===== src/rtl/classifier_pkg.sv =====
// Shared types and constants for the pixel-classifier configuration controller:
// threshold bank layout, register map, CTRL/STATUS bit positions and reset defaults.
package classifier_pkg;

    localparam int NUM_TH = 12;
    localparam int TH_W   = 9;
    localparam int CFG_W  = NUM_TH * TH_W;

    // Element k of a bank occupies bits [9k+8:9k] of the flattened bus.
    typedef logic [NUM_TH-1:0][TH_W-1:0] th_bank_t;

    localparam th_bank_t TH_DEFAULT = {
        9'd330, 9'd270, 9'd250, 9'd200, 9'd180, 9'd160,
        9'd70,  9'd50,  9'd330, 9'd30,  9'd50,  9'd70
    };

    localparam logic [4:0] ADDR_CTRL        = 5'd12;
    localparam logic [4:0] ADDR_STATUS      = 5'd13;
    localparam logic [4:0] ADDR_ACTIVE_BASE = 5'd16;

    localparam int CTRL_COMMIT_BIT = 0;
    localparam int CTRL_ABORT_BIT  = 1;

    localparam int STAT_PENDING_BIT  = 0;
    localparam int STAT_IN_FRAME_BIT = 1;
    localparam int STAT_DRAINING_BIT = 2;
    localparam int STAT_FCNT_LSB     = 16;

    typedef enum logic [1:0] {
        CFG_IDLE,
        CFG_PENDING,
        CFG_APPLY
    } cfg_state_e;

endpackage


===== src/rtl/classifier_cfg_ctrl_frame_tracker.sv =====
// Observes the classifier input stream: in-frame flag, post-EOP pipeline drain
// counter and a wrapping frame counter.
module frame_tracker #(
    parameter int PIPE_LAT = 2,
    parameter int FCNT_W   = 16
) (
    input  logic              clk,
    input  logic              rst,
    input  logic              in_valid,
    input  logic              in_sop,
    input  logic              in_eop,
    output logic              in_frame,
    output logic              draining,
    output logic [FCNT_W-1:0] frame_count
);

    localparam int DW = (PIPE_LAT < 1) ? 1 : $clog2(PIPE_LAT + 1);

    logic [DW-1:0] drain_cnt;
    logic          eop_beat;
    logic          sop_beat;

    assign eop_beat = in_valid && in_eop;
    assign sop_beat = in_valid && in_sop;
    assign draining = (drain_cnt != '0);

    // NOTE: sequential state uses non-blocking assignments so every register
    // samples the pre-edge values of its neighbours.
    always_ff @(posedge clk or posedge rst) begin
        if (rst) begin
            in_frame    <= 1'b0;
            drain_cnt   <= '0;
            frame_count <= '0;
        end else begin
            // EOP has priority so a single-beat frame leaves in_frame clear.
            if (eop_beat)
                in_frame <= 1'b0;
            else if (sop_beat)
                in_frame <= 1'b1;

            if (eop_beat)
                drain_cnt <= DW'(PIPE_LAT);
            else if (drain_cnt != '0)
                drain_cnt <= drain_cnt - 1'b1;

            if (eop_beat)
                frame_count <= frame_count + 1'b1;
        end
    end

endmodule


===== src/rtl/classifier_cfg_ctrl.sv =====
// Shadow/active HSV threshold banks with a frame-safe deferred commit.
// Optional macro CLASSIFIER_CFG_READBACK_EN enables readback of both banks.
module classifier_cfg_ctrl
    import classifier_pkg::*;
#(
    parameter int PIPE_LAT = 2,
    parameter int FCNT_W   = 16
) (
    input  logic             clk,
    input  logic             rst,
    input  logic [4:0]       s_address,
    input  logic             s_write,
    input  logic [31:0]      s_writedata,
    input  logic             s_read,
    output logic [31:0]      s_readdata,
    output logic             s_readdatavalid,
    input  logic             in_valid,
    input  logic             in_sop,
    input  logic             in_eop,
    output logic [CFG_W-1:0] classifier_config,
    output logic             cfg_applied,
    output logic             cfg_pending
);

    th_bank_t          shadow;
    th_bank_t          active;
    cfg_state_e        state;
    logic              in_frame;
    logic              draining;
    logic [FCNT_W-1:0] frame_count;
    logic              ctrl_wr;
    logic              commit;
    logic              abort;
    logic              quiet;
    logic [31:0]       status;
    logic [31:0]       rd_data;
    logic              unused_wdata;

    assign unused_wdata = ^s_writedata[31:TH_W];

    frame_tracker #(
        .PIPE_LAT (PIPE_LAT),
        .FCNT_W   (FCNT_W)
    ) u_frame_tracker (
        .clk         (clk),
        .rst         (rst),
        .in_valid    (in_valid),
        .in_sop      (in_sop),
        .in_eop      (in_eop),
        .in_frame    (in_frame),
        .draining    (draining),
        .frame_count (frame_count)
    );

    assign ctrl_wr = s_write && (s_address == ADDR_CTRL);
    assign abort   = ctrl_wr && s_writedata[CTRL_ABORT_BIT];
    assign commit  = ctrl_wr && s_writedata[CTRL_COMMIT_BIT] && !s_writedata[CTRL_ABORT_BIT];
    // An EOP beat this cycle would start a drain the registered flags cannot show yet.
    assign quiet   = !in_frame && !draining && !(in_valid && in_eop);

    // NOTE: the threshold banks are plain registers, so they take their
    // defaults from reset like any other state.
    always_ff @(posedge clk or posedge rst) begin
        if (rst)
            shadow <= TH_DEFAULT;
        else if (s_write && (s_address < 5'(NUM_TH)))
            shadow[s_address[3:0]] <= s_writedata[TH_W-1:0];
    end

    always_ff @(posedge clk or posedge rst) begin
        if (rst) begin
            state       <= CFG_IDLE;
            active      <= TH_DEFAULT;
            cfg_pending <= 1'b0;
            cfg_applied <= 1'b0;
        end else begin
            cfg_applied <= 1'b0;
            case (state)
                CFG_PENDING: begin
                    if (abort) begin
                        state       <= CFG_IDLE;
                        cfg_pending <= 1'b0;
                    end else if (quiet) begin
                        active      <= shadow;
                        state       <= CFG_APPLY;
                        cfg_applied <= 1'b1;
                        cfg_pending <= 1'b0;
                    end
                end
                default: begin
                    state <= CFG_IDLE;
                    if (commit) begin
                        state       <= CFG_PENDING;
                        cfg_pending <= 1'b1;
                    end
                end
            endcase
        end
    end

    assign classifier_config = active;

    // NOTE: every combinational output gets a default first so no latch is inferred.
    always_comb begin
        status = '0;
        status[STAT_PENDING_BIT]             = cfg_pending;
        status[STAT_IN_FRAME_BIT]            = in_frame;
        status[STAT_DRAINING_BIT]            = draining;
        status[STAT_FCNT_LSB +: FCNT_W]      = frame_count;
    end

    always_comb begin
        rd_data = '0;
        if (s_address == ADDR_STATUS)
            rd_data = status;
`ifdef CLASSIFIER_CFG_READBACK_EN
        else if (s_address < 5'(NUM_TH))
            rd_data = 32'(shadow[s_address[3:0]]);
        else if ((s_address >= ADDR_ACTIVE_BASE) && (s_address < ADDR_ACTIVE_BASE + 5'(NUM_TH)))
            rd_data = 32'(active[s_address[3:0]]);
`endif
    end

    always_ff @(posedge clk or posedge rst) begin
        if (rst) begin
            s_readdata      <= '0;
            s_readdatavalid <= 1'b0;
        end else begin
            s_readdatavalid <= s_read;
            s_readdata      <= s_read ? rd_data : '0;
        end
    end

endmodule


===== config.mk =====
export PLATFORM = sky130hd
export DESIGN_NAME = classifier_cfg_ctrl
export DESIGN_NICKNAME = d
export VERILOG_FILES = /design/src/rtl/classifier_pkg.sv /design/src/rtl/classifier_cfg_ctrl_frame_tracker.sv /design/src/rtl/classifier_cfg_ctrl.sv
export SDC_FILE = /design/constraint.sdc
export NUM_CORES = 1
export LEC_CHECK = 0
export ABC_AREA = 1
export CAP_MARGIN = 10
export CORE_MARGIN = 2
export CORE_UTILIZATION = 35
export CTS_BUF_LIST = sky130_fd_sc_hd__clkbuf_8
export DETAILED_ROUTE_END_ITERATION = 7
export REMOVE_ABC_BUFFERS = 1
export SKIP_CTS_REPAIR_TIMING = 1
export SYNTH_ARGS = -nofsm -noshare
export SYNTH_HDL_FRONTEND = slang
export SYNTH_SLANG_ARGS = --single-unit

===== constraint.sdc =====
create_clock -name clk -period 9.75 [get_ports clk]
set_clock_uncertainty 0.05 [all_clocks]
set_input_delay 1.95 -clock clk [delete_from_list [all_inputs] [get_ports clk]]
set_output_delay 1.95 -clock clk [all_outputs]
set_load 0.02 [all_outputs]

==> results.md, run 1 <==
Outcome:
- The flow ran to the end, and the final reports show no timing, DRC or antenna violations.

Drt:
- Detailed routing placed a total of 1670 µm of wire on met3.
- The mean routed wirelength per cell is 14.6 µm.
- Once detail routing completed, the nets flagged for antenna violations numbered 0.
- In the routed layout, each cell is associated on average with a via count of 4.42.
- The number of vias in the routed layout is 7077.
- The total iterations of the first detailed-routing run is 5.
- For this run, design rule violations remaining after detail routing come to 0.
- The routed wire length is 23300 µm.
- For this block, the initial DRC count from the detailed router was 509.
- For this block, wires on met1 add up to 11000 µm.
- Signal routing reaches up to met4.
- After detailed routing, the met2 layer carries 10200 µm of wire.

CTS:
- The CTS tree is yes.
- The number of clock buffers added by TritonCTS is 44.
- CTS placed an instance of clkbuf_8 at the clock tree root.
- The later-pin clock latency in the skew report is 0.54 ns.
- The maximum root-to-sink buffer count is 3.
- CTS saw 259 sinks.
- After clock tree synthesis, the clock-pin slew on the worst setup and hold paths is 0.06 ns.
- The CTS H-tree depth is 2.

Finish:
- The final-stage net count is 1231.
- The area growth from synthesis to layout is 27.2%.
- The end-of-flow core utilization is 0.451.
- The top cell types in the final layout, fill and taps aside, are nand2_1, dfrtp_1, clkdlybuf4s50_1.
- Leaving out fill and tap cells, the most frequent cell in the layout is nand2_1.
- In the final layout, the share of cells above drive strength 1 is 0.133.

Floorplan:
- The effective utilization at floorplan is 0.354.
- The die width is 171 µm.
- 187 I/O pins were placed.
- The number of core rows is 61.
- In this run the standard cell core region covers 27700 µm².
- From bottom edge to top edge, the die measures 171 µm.
- The floorplan step defined a die boundary enclosing 29400 µm².

Place:
- The worst setup slack before clock tree synthesis is 4.49 ns.
- The wire-length estimate of the detail-placed layout is 14000 µm.
- The count of buffers added on input and output ports is 150.
- Routability-driven placement finished with a final weighted congestion of 0.744.

Timing:
- The final hold violation count is 0.
- The slew at the pin with the worst max-slew slack is 0.843 ns.
- Setup slack closes at 5.12 ns.
- The top achievable clock speed is 0.216 GHz.
- Setup violations remaining at the end of the flow were counted as 0.
- Measured against its own limit, the worst slew margin works out to 0.438.
- The final setup TNS is 0 ns.
- Setup repair after global routing left no endpoint under its margin.
- The portion of the clock cycle consumed by the worst path in the final layout is 0.475.
- Subtracting the final worst setup slack from the clock period gives 4.63 ns.
- The number of pins with negative max-slew slack in the final report is 0.

Setup path:
- The slowest stage cell on the critical path is clkinv_2.
- The required time reported for the critical path endpoint is 10.12 ns.
- By startpoint and endpoint, the worst setup path is classified as in -> reg.
- In this run the worst path has a maximum fanout of 55.
- The largest single stage delay on the critical path is 0.79 ns.
- The type of element capturing the critical path is a flop.
- Traced cell by cell, the critical path runs through clkdlybuf4s50_1 > nand2_1 > nor2_1 > nand3_1 > nand2_4 > clkinv_2 > buf_4 > nand2_1 > nand2_1.
- The most frequent cell on the critical path is nand2_1.
- The startpoint of the most critical register-to-register path is u_frame_tracker.drain_cnt[0].
- The number of cells on the worst reg-to-reg path is 9.
- STA classifies the critical path startpoint as an input pin.
- Data on the critical path arrives at its endpoint at 5.00 ns.
- Setup slack on the worst reg-to-reg path comes out at 6.63 ns.
- In this run the critical register-to-register path is captured at classifier_config[13].

GRT:
- The first global-routing pass estimated 37600 µm of wire.
- Entering global routing, the biggest net connects 160 pins.
- The number of antenna violations at the first check in global routing came to 1.
- Global routing finished with a remaining overflow of 0.
- The number of global-route vias before repair was 6985.
- The global-route usage over all layers is 0.163.

Flow run:
- The tool flagged a number of max-cap violations equal to 0.

Logic synthesis:
- Counting every instance in the synthesized netlist gives 1032.
- For this run, the number of Yosys warnings is 0.
- A synthesized cell averages 9.51 µm².
- Yosys mapped the design onto 23 distinct sky130hd cell types.
- The cell area that synthesis handed to floorplanning was 9820 µm².
- Synthesis inferred 259 register bits.
- Of the synthesized area, sequential elements account for 0.671.

Power:
- Of the total power, the clock network draws 0.352.
- The net switching power is 0.000759 W.
- Dividing total power by cell area gives a power density of 219 nW/µm².
- The worst-case IR drop observed on VDD is 102 µV.
- Internal power comes to 0.00197 W.
- Of the total power, registers draw 0.499.
- The switching share of power is 0.278.
- In this run the static leakage power is 6.09 nW.
- The part of the power in combinational logic is 0.149.

Worst hold path:
- The start point of the worst min-delay path is shadow[79].
- The worst hold path terminates at classifier_config[79].
- The class of the most critical hold timing path is reg -> reg.
- The hold-critical path depth is 2.
==> critical path, delay by kind of cell <==
kind	cells	cell delay, ns
simple gates	6	1.04
buf+inv	3	1.95
==> worst max-delay path by stage <==
stage	from	endpoint	slack (ns)	cells after the start
5_1_grt	s_address[2]	classifier_config[50]	4.85	9
2_1_floorplan	rst	cfg_applied	0.77	1
6_report	s_address[2]	classifier_config[50]	5.12	9
4_1_cts	s_address[2]	classifier_config[50]	5.07	9
3_5_place_dp	s_address[2]	classifier_config[50]	4.49	9
3_3_place_gp	s_address[2]	classifier_config[50]	4.51	9
==> cell usage after synthesis, drive strengths merged <==
cell	number	area, µm²
a21oi	2	10.0
buf	27	181
clkbuf	31	116
conb	1	3.75
dfrtp	173	4330
dfstp	86	2260
ha	2	25.0
inv	48	180
nand2	485	1820
nand3	11	55.1
nand4	1	6.26
nor2	38	143
nor3	5	35.0
o211ai	1	7.51
o21ai	110	551
or2	1	6.26
xor2	10	87.6
==> per-stage QoR <==
step / instance area [µm²] / instances / hold slack (ns) / total power, W
5_1_grt: 12500 / 1600 / 0.425 / 0.00289
2_1_floorplan: 9570 / 986 / 0.392 / 0.00160
3_5_place_dp: 11600 / 1517 / 0.400 / 0.00180
4_1_cts: 12500 / 1599 / 0.410 / 0.00278
3_3_place_gp: 11600 / 1517 / 0.398 / 0.00178
6_report: 12500 / 1601 / 0.408 / 0.00273
==> power groups by stage <==
stage | clock (W) | sequential (W) | combinational (W)
floorplan | 0 | 0.00143 | 0.000174
global route | 0.00105 | 0.00138 | 0.000461
CTS | 0.000995 | 0.00137 | 0.000415
finish | 0.000961 | 0.00136 | 0.000408
detailed placement | 0 | 0.00138 | 0.000414
global placement | 0 | 0.00138 | 0.000404
==> cells by family (layout without fill, tap and decap cells) <==
group                    Yosys count  count (layout)  share of synthesized area
flip-flops                       259             259                      0.671
buffers and inverters            106             283                     0.0487
AO/OA/AOI/OAI                    113             113                     0.0578
AND/OR/NAND/NOR                  541             541                      0.211
adder cells (fa/ha/maj)            2               2                    0.00255
other                              1              15                   0.000382
XOR/XNOR                          10              10                    0.00892
==> registers in the layout (all words and copies together), names as in the netlist <==
name / cells
cfg_applied: 1
cfg_pending: 1
s_readdatavalid: 1
u_frame_tracker.drain_cnt: 2
classifier_config: 108
state: 2
shadow: 108
s_readdata: 19
u_frame_tracker.in_frame: 1
u_frame_tracker.frame_count: 16
==> metal layers <==
layer	vias to the layer above	global-route usage
met1	3376	0.230
met5	-	0
met3	34	0.0488
met4	0	0.0497
li1	3480	-
met2	187	0.244
==> final cells by class <==
cell class                 instances  area (µm²)
antenna                            2        5.00
clock buffer                      57         785
clock inverter                    25         113
fill                            2720       15200
inverter                          48         189
multi-input combinational        679        2810
sequential                       259        6590
tap                              378         473
timing repair buffer             153        1540
Power figures use the tool's default switching activity.
==> run 2, diff against run 1 <==
==> constraint.sdc (replaced) <==
create_clock -name clk -period 4.25 [get_ports clk]
set_clock_uncertainty 0.05 [all_clocks]
set_input_delay 0.85 -clock clk [delete_from_list [all_inputs] [get_ports clk]]
set_output_delay 0.85 -clock clk [all_outputs]
set_load 0.02 [all_outputs]
==> run 2 against run 1 <==
- core utilization increased by 0.48 points
- cell count increased by 0.12%
- sequential cell count unchanged
- critical path depth decreased by 8
- combinational power increased by 130%
- final area increased by 1.1%
- register-to-register slack got worse by 4.5 ns
- total power increased by 140%
- wire length increased by 0.98%
- setup slack got worse by 3.5 ns
- via count increased by 0.23%
- critical endpoint is now classifier_config[35]
==> results.md, run 2 (synthesis gave the netlist of run 1 again) <==
Outcome:
- The flow ran to the end, and the final reports show no timing, DRC or antenna violations.

Timing:
- The number of pins with negative max-slew slack in the final report came to 0.
- Setup repair after global routing left no endpoint under its margin.
- The final hold violation count is 0.
- The setup slack after layout is 1.63 ns.
- The slew at the pin with the worst max-slew slack is 0.860 ns.
- Headroom to the max-slew limit came out at 0.427.
- The portion of the clock cycle consumed by the worst path in the final layout is 0.617.
- Setup violations remaining at the end of the flow were counted as 0.
- The clock period minus final worst setup slack is 2.62 ns.
- The top achievable clock speed is 0.381 GHz.

Place:
- The placed instances occupy a cell area of 11700 µm².
- Timing analysis after detailed placement gives a worst setup slack of 1.29 ns.
- The port buffer count is 150.
- The post-placement cell count is 1519.
- Detailed placement finished with a half-perimeter wire length of 14000 µm.
- The congestion estimate from routability-driven global placement came to 0.744.

Drt:
- In the routed layout, each cell is associated on average with a via count of 4.42.
- The residual antenna-violating net count after detailed routing is 0.
- After detailed routing, the average wire length per cell comes to 14.7 µm.
- The number of vias in the routed layout is 7093.
- The routed wire length is 23600 µm.
- The total iterations of the first detailed-routing run is 5.
- The first routing iteration left 483 violations.
- In the routed design, unresolved DRC markers number 0.

Setup path:
- The critical path is of the reg -> out type.
- STA classifies the critical path endpoint as a primary output.
- Along the worst path, the maximum fanout reaches 2.
- In this design, the largest share of critical-path delay is due to buffers and inverters.
- The required time reported for the critical path endpoint is 3.35 ns.
- The slowest stage cell on the critical path is clkdlybuf4s50_1.
- The critical path goes through clkdlybuf4s50_1.
- On the worst path, the slowest cell contributes a delay of 0.65 ns.
- The endpoint arrival time on the critical path is 1.72 ns.
- The worst setup path is launched from a flop.
- Together, buffers and inverters on the worst path number 1.

Finish:
- The final layout contains 1234 nets.
- The commonest non-fill, non-tap cell in the layout is nand2_1.
- The fraction of layout instances using a drive strength above 1 is 0.137.
- The number of cells in the finished layout apart from fillers is 1603.
- Once layout is done, the placed cells without fillers occupy 12600 µm².
- The synthesis-to-layout area growth is 28.6%.
- In the layout the commonest cells are nand2_1, dfrtp_1, clkdlybuf4s50_1.
- The number of antenna cells inserted is 0.

Worst hold path:
- The class of the most critical hold timing path is reg -> reg.

GRT:
- In the global route stage, met1 resource usage came out at 0.225.
- The layer carrying the most global-route usage is met2.
- The global-route wire length before repair is 37800 µm.
- In the global route stage, overall resource usage came out at 0.165.
- For this run the aggregate overflow at the end of global routing stands at 0.
- The number of antenna violations at the first check in global routing is 0.
- Entering global routing, the biggest net connects 122 pins.
- The number of global-route vias before repair was 7061.
- The met3 layer usage reported by global route is 0.0488.
- For this run, global-route usage on met2 was measured as 0.254.

Power:
- In this run the power density over the cells is 510 nW/µm².
- The leakage power summed over all cells is 6.15 nW.
- IR analysis of the VDD net gives a maximum drop of 228 µV.

Floorplan:
- For this configuration, the core starts out at a cell density of 0.354.
- In this run the vertical extent of the chip is 171 µm.
- The core box area is 27700 µm².
- The number of core rows is 61.
- The total I/O pin count is 187.
- The die width is 171 µm.
- The full die area is 29400 µm².

CTS:
- The CTS tree is yes.
- The later-pin clock latency in the skew report is 0.54 ns.
- The root buffer cell is clkbuf_8.
- The total clock buffers created by CTS is 45.
- The H-tree generated during clock tree synthesis spans 2 levels.
- The number of sinks driven by the clock tree is 259.
- The clock input transition at the sequential cells of the worst setup and hold paths is 0.06 ns.
- The maximum root-to-sink buffer count is 3.

Flow run:
- Max-cap violations in this run came to 0.
-- run 2: per-stage QoR --
| step | power, W | hold WS (ns) | utilization | setup TNS, ns |
|---|---|---|---|---|
| floorplan | 0.00368 | 0.392 | - | -793.98 |
| global placement | 0.00409 | 0.398 | 0.421 | 0 |
| detailed placement | 0.00412 | 0.402 | 0.421 | 0 |
| CTS | 0.00654 | 0.411 | 0.456 | 0 |
| global route | 0.00679 | 0.418 | 0.456 | 0 |
| finish | 0.00644 | 0.409 | 0.456 | 0 |
-- run 2: layout make-up --
cell class                 instances  area (µm²)
clock inverter                    26         171
tap                              378         473
sequential                       259        6590
multi-input combinational        679        2810
inverter                          48         189
timing repair buffer             155        1600
fill                            2716       15100
clock buffer                      58         798
-- run 2: worst paths after layout --
| path | from | to | slack, ns | cells after the start |
|---|---|---|---|---|
| max | classifier_config[35] | classifier_config[35] | 1.63 | 1 |
| min | shadow[20] | classifier_config[20] | 0.41 | 2 |
| max reg2reg | u_frame_tracker.drain_cnt[0] | classifier_config[96] | 2.10 | 9 |
| min reg2reg | shadow[20] | classifier_config[20] | 0.41 | 2 |
| max in group asynchronous | rst | shadow[75] | 2.42 | 3 |
| min in group asynchronous | rst | u_frame_tracker.drain_cnt[1] | 0.85 | 2 |
-- run 2: report_power, final --
part	internal, W	leakage, nW	switching, W	total, W
clock	0.00135	0.552	0.00102	0.00237
sequential	0.00292	3.20	0.000213	0.00313
combinational	0.000410	2.40	0.000529	0.000939
total	0.00468	6.15	0.00176	0.00644
-- run 2: routing by layer --
layer,wire (µm),vias to the layer above
met5,0,-
met4,556,0
met3,1730,41
met2,10400,181
met1,10900,3393
li1,-,3478
-- run 2: worst min-delay path: stages, from the launching register on --
cell,delay [ns]
dfstp_2,0.36
nand2_1,0.05
nand2_1,0.04
